## src/rtl/muldiv_ctrl_pkg.sv

```systemverilog
// Shared constants and types for the RV32M multiply/divide sequencer.
package muldiv_ctrl_pkg;

    localparam logic [4:0] MUL_PREFIX = 5'b10100;

    localparam logic [7:0] ALUOP_MUL    = 8'b10100_000;
    localparam logic [7:0] ALUOP_MULH   = 8'b10100_001;
    localparam logic [7:0] ALUOP_MULHSU = 8'b10100_010;
    localparam logic [7:0] ALUOP_MULHU  = 8'b10100_011;
    localparam logic [7:0] ALUOP_DIV    = 8'b10100_100;
    localparam logic [7:0] ALUOP_DIVU   = 8'b10100_101;
    localparam logic [7:0] ALUOP_REM    = 8'b10100_110;
    localparam logic [7:0] ALUOP_REMU   = 8'b10100_111;

    localparam logic [31:0] DIV_BY_ZERO_Q = 32'hFFFFFFFF;

    typedef enum logic [1:0] {
        ST_IDLE  = 2'b00,
        ST_RUN   = 2'b01,
        ST_FIXUP = 2'b10,
        ST_DONE  = 2'b11
    } state_e;

    function automatic logic is_m_op(input logic [7:0] aluop);
        return aluop[7:3] == MUL_PREFIX;
    endfunction

    // MULH, MULHSU, DIV and REM treat rs1 as signed.
    function automatic logic rs1_signed(input logic [2:0] f3);
        return (f3 == ALUOP_MULH[2:0]) || (f3 == ALUOP_MULHSU[2:0]) ||
               (f3 == ALUOP_DIV[2:0])  || (f3 == ALUOP_REM[2:0]);
    endfunction

    function automatic logic rs2_signed(input logic [2:0] f3);
        return (f3 == ALUOP_MULH[2:0]) || (f3 == ALUOP_DIV[2:0]) ||
               (f3 == ALUOP_REM[2:0]);
    endfunction

endpackage

```

## src/rtl/muldiv_step.sv

```systemverilog
// One combinational iteration: shift-add multiply step or restoring divide step.
module muldiv_step
    import muldiv_ctrl_pkg::*;
#(
    parameter int XLEN = 32
) (
    input  logic              div_mode_i,
    input  logic [2*XLEN-1:0] acc_i,
    input  logic [XLEN-1:0]   opnd_i,
    output logic [2*XLEN-1:0] acc_o
);

    logic [XLEN:0]   sum;
    logic [XLEN:0]   rem_shift;
    logic [XLEN-1:0] diff;
    logic            fits;

    // Multiply: acc = {partial product high, remaining multiplier bits}.
    // Divide:   acc = {partial remainder, dividend bits becoming quotient}.
    always_comb begin
        sum       = {1'b0, acc_i[2*XLEN-1:XLEN]} + {1'b0, opnd_i};
        rem_shift = {acc_i[2*XLEN-1:XLEN], acc_i[XLEN-1]};
        fits      = rem_shift >= {1'b0, opnd_i};
        diff      = rem_shift[XLEN-1:0] - opnd_i;
        acc_o     = '0;
        if (div_mode_i) begin
            if (fits) begin
                acc_o = {diff, acc_i[XLEN-2:0], 1'b1};
            end else begin
                acc_o = {rem_shift[XLEN-1:0], acc_i[XLEN-2:0], 1'b0};
            end
        end else begin
            if (acc_i[0]) begin
                acc_o = {sum, acc_i[XLEN-1:1]};
            end else begin
                acc_o = {1'b0, acc_i[2*XLEN-1:1]};
            end
        end
    end

endmodule

```

## src/rtl/muldiv_ctrl.sv

```systemverilog
// RV32M multiply/divide sequencer for EX: stalls the pipeline while a 32-iteration
// multiply or divide runs on magnitudes, fixes up signs, then presents rd data for one cycle.
module muldiv_ctrl
    import muldiv_ctrl_pkg::*;
#(
    parameter int XLEN = 32,
    parameter int ITER = 32
) (
    input  logic            clk,
    input  logic            rst,
    input  logic [7:0]      aluop_i,
    input  logic [XLEN-1:0] reg1_i,
    input  logic [XLEN-1:0] reg2_i,
    input  logic            flush_i,
    output logic            stallreq_o,
    output logic            result_valid_o,
    output logic [XLEN-1:0] result_o
);

    localparam int CNT_W = $clog2(ITER);
    localparam logic [XLEN-1:0] INT_MIN = {1'b1, {(XLEN-1){1'b0}}};

    state_e            state_q, state_d;
    logic [CNT_W-1:0]  cnt_q, cnt_d;
    logic [2:0]        f3_q, f3_d;
    logic [XLEN-1:0]   opnd_q, opnd_d;
    logic [2*XLEN-1:0] acc_q, acc_d, step_acc;
    logic              neg_a_q, neg_a_d, neg_b_q, neg_b_d;
    logic [XLEN-1:0]   result_q, result_d;

    logic [2:0]        f3_in;
    logic              in_div, in_rem, neg_a_in, neg_b_in, fast_zero, fast_ovf;
    logic [XLEN-1:0]   abs_a, abs_b, fast_res;

    logic [2*XLEN-1:0] prod_fix;
    logic [XLEN-1:0]   quot_fix, rem_fix, fix_res;

    muldiv_step #(.XLEN(XLEN)) u_step (
        .div_mode_i (f3_q[2]),
        .acc_i      (acc_q),
        .opnd_i     (opnd_q),
        .acc_o      (step_acc)
    );

    // Capture-time decode: magnitudes, sign flags and the divide shortcuts.
    always_comb begin
        f3_in     = aluop_i[2:0];
        in_div    = f3_in[2];
        in_rem    = f3_in[2] & f3_in[1];
        neg_a_in  = rs1_signed(f3_in) & reg1_i[XLEN-1];
        neg_b_in  = rs2_signed(f3_in) & reg2_i[XLEN-1];
        abs_a     = neg_a_in ? -reg1_i : reg1_i;
        abs_b     = neg_b_in ? -reg2_i : reg2_i;
        fast_zero = in_div & (reg2_i == '0);
        fast_ovf  = in_div & rs2_signed(f3_in) & (reg1_i == INT_MIN) & (reg2_i == '1);
        if (fast_zero) begin
            fast_res = in_rem ? reg1_i : DIV_BY_ZERO_Q;
        end else begin
            fast_res = in_rem ? '0 : INT_MIN;
        end
    end

    always_comb begin
        prod_fix = (neg_a_q ^ neg_b_q) ? -acc_q : acc_q;
        quot_fix = (neg_a_q ^ neg_b_q) ? -acc_q[XLEN-1:0] : acc_q[XLEN-1:0];
        rem_fix  = neg_a_q ? -acc_q[2*XLEN-1:XLEN] : acc_q[2*XLEN-1:XLEN];
        case (f3_q)
            ALUOP_MUL[2:0]:                                      fix_res = prod_fix[XLEN-1:0];
            ALUOP_MULH[2:0], ALUOP_MULHSU[2:0], ALUOP_MULHU[2:0]: fix_res = prod_fix[2*XLEN-1:XLEN];
            ALUOP_DIV[2:0], ALUOP_DIVU[2:0]:                     fix_res = quot_fix;
            default:                                             fix_res = rem_fix;
        endcase
    end

    // Flush wins over every state and also masks both outputs in the same cycle.
    always_comb begin
        state_d        = state_q;
        cnt_d          = cnt_q;
        f3_d           = f3_q;
        opnd_d         = opnd_q;
        acc_d          = acc_q;
        neg_a_d        = neg_a_q;
        neg_b_d        = neg_b_q;
        result_d       = result_q;
        stallreq_o     = 1'b0;
        result_valid_o = 1'b0;
        if (flush_i) begin
            state_d = ST_IDLE;
        end else begin
            case (state_q)
                ST_IDLE: begin
                    if (is_m_op(aluop_i)) begin
                        stallreq_o = 1'b1;
                        f3_d       = f3_in;
                        neg_a_d    = neg_a_in;
                        neg_b_d    = neg_b_in;
                        cnt_d      = '0;
                        opnd_d     = in_div ? abs_b : abs_a;
                        acc_d      = {{XLEN{1'b0}}, (in_div ? abs_a : abs_b)};
                        if (fast_zero || fast_ovf) begin
                            result_d = fast_res;
                            state_d  = ST_DONE;
                        end else begin
                            state_d  = ST_RUN;
                        end
                    end
                end
                ST_RUN: begin
                    stallreq_o = 1'b1;
                    acc_d      = step_acc;
                    cnt_d      = cnt_q + 1'b1;
                    if (cnt_q == CNT_W'(ITER - 1)) begin
                        state_d = ST_FIXUP;
                    end
                end
                ST_FIXUP: begin
                    stallreq_o = 1'b1;
                    result_d   = fix_res;
                    state_d    = ST_DONE;
                end
                default: begin
                    result_valid_o = 1'b1;
                    state_d        = ST_IDLE;
                end
            endcase
        end
    end

    always_ff @(posedge clk) begin
        if (rst) begin
            state_q  <= ST_IDLE;
            cnt_q    <= '0;
            f3_q     <= '0;
            opnd_q   <= '0;
            acc_q    <= '0;
            neg_a_q  <= 1'b0;
            neg_b_q  <= 1'b0;
            result_q <= '0;
        end else begin
            state_q  <= state_d;
            cnt_q    <= cnt_d;
            f3_q     <= f3_d;
            opnd_q   <= opnd_d;
            acc_q    <= acc_d;
            neg_a_q  <= neg_a_d;
            neg_b_q  <= neg_b_d;
            result_q <= result_d;
        end
    end

    assign result_o = result_q;

endmodule

```

## config.mk

```make
export PLATFORM = sky130hd
export DESIGN_NAME = muldiv_ctrl
export DESIGN_NICKNAME = d
export VERILOG_FILES = /design/src/rtl/muldiv_ctrl_pkg.sv /design/src/rtl/muldiv_step.sv /design/src/rtl/muldiv_ctrl.sv
export SDC_FILE = /design/constraint.sdc
export NUM_CORES = 1
export LEC_CHECK = 0
export BUFFER_PORTS_ARGS = -buffer_cell sky130_fd_sc_hd__buf_4
export CORE_MARGIN = 3
export CORE_UTILIZATION = 40
export DETAILED_ROUTE_END_ITERATION = 12
export PLACE_DENSITY = 0.58
export SYNTH_ARGS = -nofsm -noshare
export SYNTH_HDL_FRONTEND = slang
export SYNTH_SLANG_ARGS = --single-unit
```

## constraint.sdc

```tcl
create_clock -name clk -period 2.8 [get_ports clk]
set_input_delay 0.28 -clock clk [delete_from_list [all_inputs] [get_ports clk]]
set_output_delay 0.28 -clock clk [all_outputs]
set_load 0.01 [all_outputs]
```

==> metrics.yaml <==
outcome:
  outcome: "finished, violations left"
  violations: "negative setup slack"
final_layout:
  area_growth_pct: 43.0
  fin_util_pct: 58.8
  layout_common_cells: "buf_4, nor2_1, nand2_1, a21oi_1, o21ai_0"
  drive_gt1_share_pct: 34.1
  layout_commonest_cell: "buf_4"
  antenna_cells: 0
  layout.cells.non_filler: 3089
  finish.net_count: 2724
  design_area_um2: 21800
logic_synthesis:
  syn_area_um2: 15200
  avgSynthCellArea_um2: 7.04
  synthCells: 2163
  async_flop_share_pct: 0
  netlist.top_cell.by_area: "dfxtp_1"
  yosysUniqueCellTypes: 82
  synth_fp_nets: 2315
  synth_seq_cells: 140
  synth_edf_count: 0
  yosys_warnings: 0
  netlist_top_cells_area: "dfxtp_1, a21oi_1, ha_1"
  synth-seq-area-share_pct: 18.4
  synth_flop_cell: "dfxtp_1"
  netlist.area_leader.share_pct: 18.4
clock_tree:
  cts_root_buf: "clkbuf_16"
  cts.clk_slew.worst_paths_ns: 0.07
  clockBufferDepth: 2
  tritoncts: "done"
  clock_sinks: 140
  cts_made_buffers: 17
  insertion_delay_ns: 0.47
  h-tree-depth: 4
power:
  cellLeakagePower_nw: 9.10
  vdd_drop_max_uv: 404
  powerDensity_nw_per_um2: 293
sta:
  slew_violations: 0
  post-route-min-period_ns: 2.90
  finClkSkew_ns: 0.0135
  tns_ns: -0.613
  min_period_over_period_pct: 104
  max_freq_mhz: 345
  setup_slack_ns: -0.101
  worst_pin_slew_ns: 1.06
  finalHoldViolCount: 0
  max_slew_margin_pct: 29.2
  finalSetupViolCount: 17
  rsz0062_at_grt: "true"
worst_hold_path:
  hold_class: "in2reg"
  worstHoldEndpoint: "state_q[1]"
  whs_path_depth: 2
  hold_path.startpoint: "flush_i"
place:
  dp.cells: 3026
  placed_area_um2: 19300
  hpwl_um: 58400
  place.gp.congestion: 1.04
  io_buffers: 108
global_route:
  grt_pass1_vias: 17600
  grt_max_degree: 78
  grt_pass1_wl_um: 110000
  antenna_found_initial: 2
  overflow: 0
  grtUsageTotal_pct: 35.1
setup_path:
  start_kind: "flop"
  critPathCaptureType: "flop"
  r2r.worst_path.cells: 14
  r2r_slack_ns: -0.10
  r2r_start: "acc_q[34]"
  critical_path_class: "reg2reg"
  cp.arrival_ns: 3.25
  required_ns: 3.15
  rr_endpoint: "acc_q[38]"
  cp_max_fo: 7
die:
  dieHeight_um: 201
  fp.dieArea_um2: 40400
  ioPinCount: 109
  row_count: 70
  coreArea_um2: 37000
  initial_core_util_pct: 41.1
  die_width_um: 201
routing:
  wl_met3_um: 6300
  drtAntennaViolNets: 0
  first_iter_violations: 1887
  firstDrtPassIters: 5
  highest_layer: "met5"
  num_vias: 18700
  drt_wl_total_um: 73900
  routedWlPerCell_um: 23.9
  vias_per_cell: 6.06
  drc: 0
  wl_met1_um: 33100
  route.met2.wl_um: 31700
job:
  maxCapViolCount: 0
[worst max path at each step]
stage | startpoint | to | slack, ns
floorplan | acc_q[31] | acc_q[60] | 0.00009
global placement | acc_q[38] | result_o[18] | -0.85
detailed placement | acc_q[38] | result_o[18] | -0.77
CTS | acc_q[33] | acc_q[35] | -0.15
global route | acc_q[38] | result_o[22] | -0.17
finish | acc_q[34] | acc_q[38] | -0.10
[cells in the mapped netlist, types with 5 or more instances]
library cell  instances
a31oi_1              23
clkbuf_1            140
and2_1                8
buf_1                16
nand3_1              32
nand2_1             202
a21oi_1             201
a21o_1               32
nand4_1              33
or3_1                18
mux2i_1              55
a211oi_1             71
a22o_1               14
or4_1                10
a221oi_1             13
nor2b_1              20
o2111ai_1             5
xnor2_1              97
xor2_1               85
o221ai_1             11
nor2_1              230
mux2_2               29
o211ai_1             27
a2111oi_0             5
o22ai_1              22
nor3_1               83
dfxtp_1             140
a22oi_1               7
nor4_1               28
and3_1               16
o21bai_1             18
o41ai_1              11
nand2b_1             18
o31ai_1              24
or2_2                 9
inv_1                71
o21ai_0             150
ha_1                 75
a31o_2                6
buf_2                10
o21a_1                9
a311oi_1             10
[registers in the layout, summed over array words and instances, names as in the netlist]
| signal | flops |
|---|---|
| acc_q | 64 |
| opnd_q | 32 |
| result_o | 32 |
| cnt_q | 5 |
| f3_q | 3 |
| state_q | 2 |
| neg_a_q | 1 |
| neg_b_q | 1 |
[routing by layer]
metal  track usage (%)  up-vias
met4              11.7        4
met5                 0        -
li1                  -     8696
met2              53.8      880
met3              6.89      154
met1              49.4     8992
[kinds of logic (layout without fill, tap and decap cells)]
family / after synthesis / in the layout / synth area share, %
muxes: 84 / 84 / 5.76
buffers and inverters: 244 / 666 / 6.25
AOI/OAI and AO/OA: 694 / 694 / 29.2
xor gates and xnor gates: 182 / 182 / 10.5
DFF: 140 / 140 / 18.4
adders and majority gates: 77 / 77 / 6.43
and+or+nand+nor: 742 / 742 / 23.5
[per-stage QoR]
stage | hold slack (ns) | power, mW | setup slack [ns]
2_1_floorplan | 0.416 | 2.70 | 0.0000933
3_3_place_gp | 0.448 | 3.41 | -0.848
3_5_place_dp | 0.452 | 3.42 | -0.766
4_1_cts | 0.0461 | 6.24 | -0.149
5_1_grt | 0.0725 | 6.56 | -0.173
6_report | 0.0570 | 6.37 | -0.101
[critical path: stages, from the launching register on]
cell      delay [ns]
dfxtp_1         0.39
ha_4            0.30
buf_4           0.12
nand4_1         0.26
nor4_2          0.42
a221oi_2        0.11
a21oi_2         0.16
a31oi_4         0.05
buf_12          0.17
buf_12          0.14
buf_8           0.12
buf_6           0.11
nand2_2         0.05
o211ai_1        0.10
a22o_1          0.27
[cell type report]
class                   count  area, µm²
clock buffers              17        425
clock inverters            15        256
fillers                  3450      15300
inverters                  72        273
multi-input cells        1779      12900
flip-flops and latches    140       2860
well taps                 504        631
repair buffers            562       4470
[power breakdown]
group / internal (mW) / switching, mW
registers: 1.99 / 0.0100
clock network: 1.69 / 1.09
logic: 0.707 / 0.883
[repair_timing]
action	in CTS	in global routing
gates resized for setup	131	196
hold buffers	0	0
buffers inserted	18	20
endpoints found under the hold margin	0	0
setup endpoints to repair	60	57
pin swaps	59	99
No activity file was read; power rests on OpenSTA's default activity.
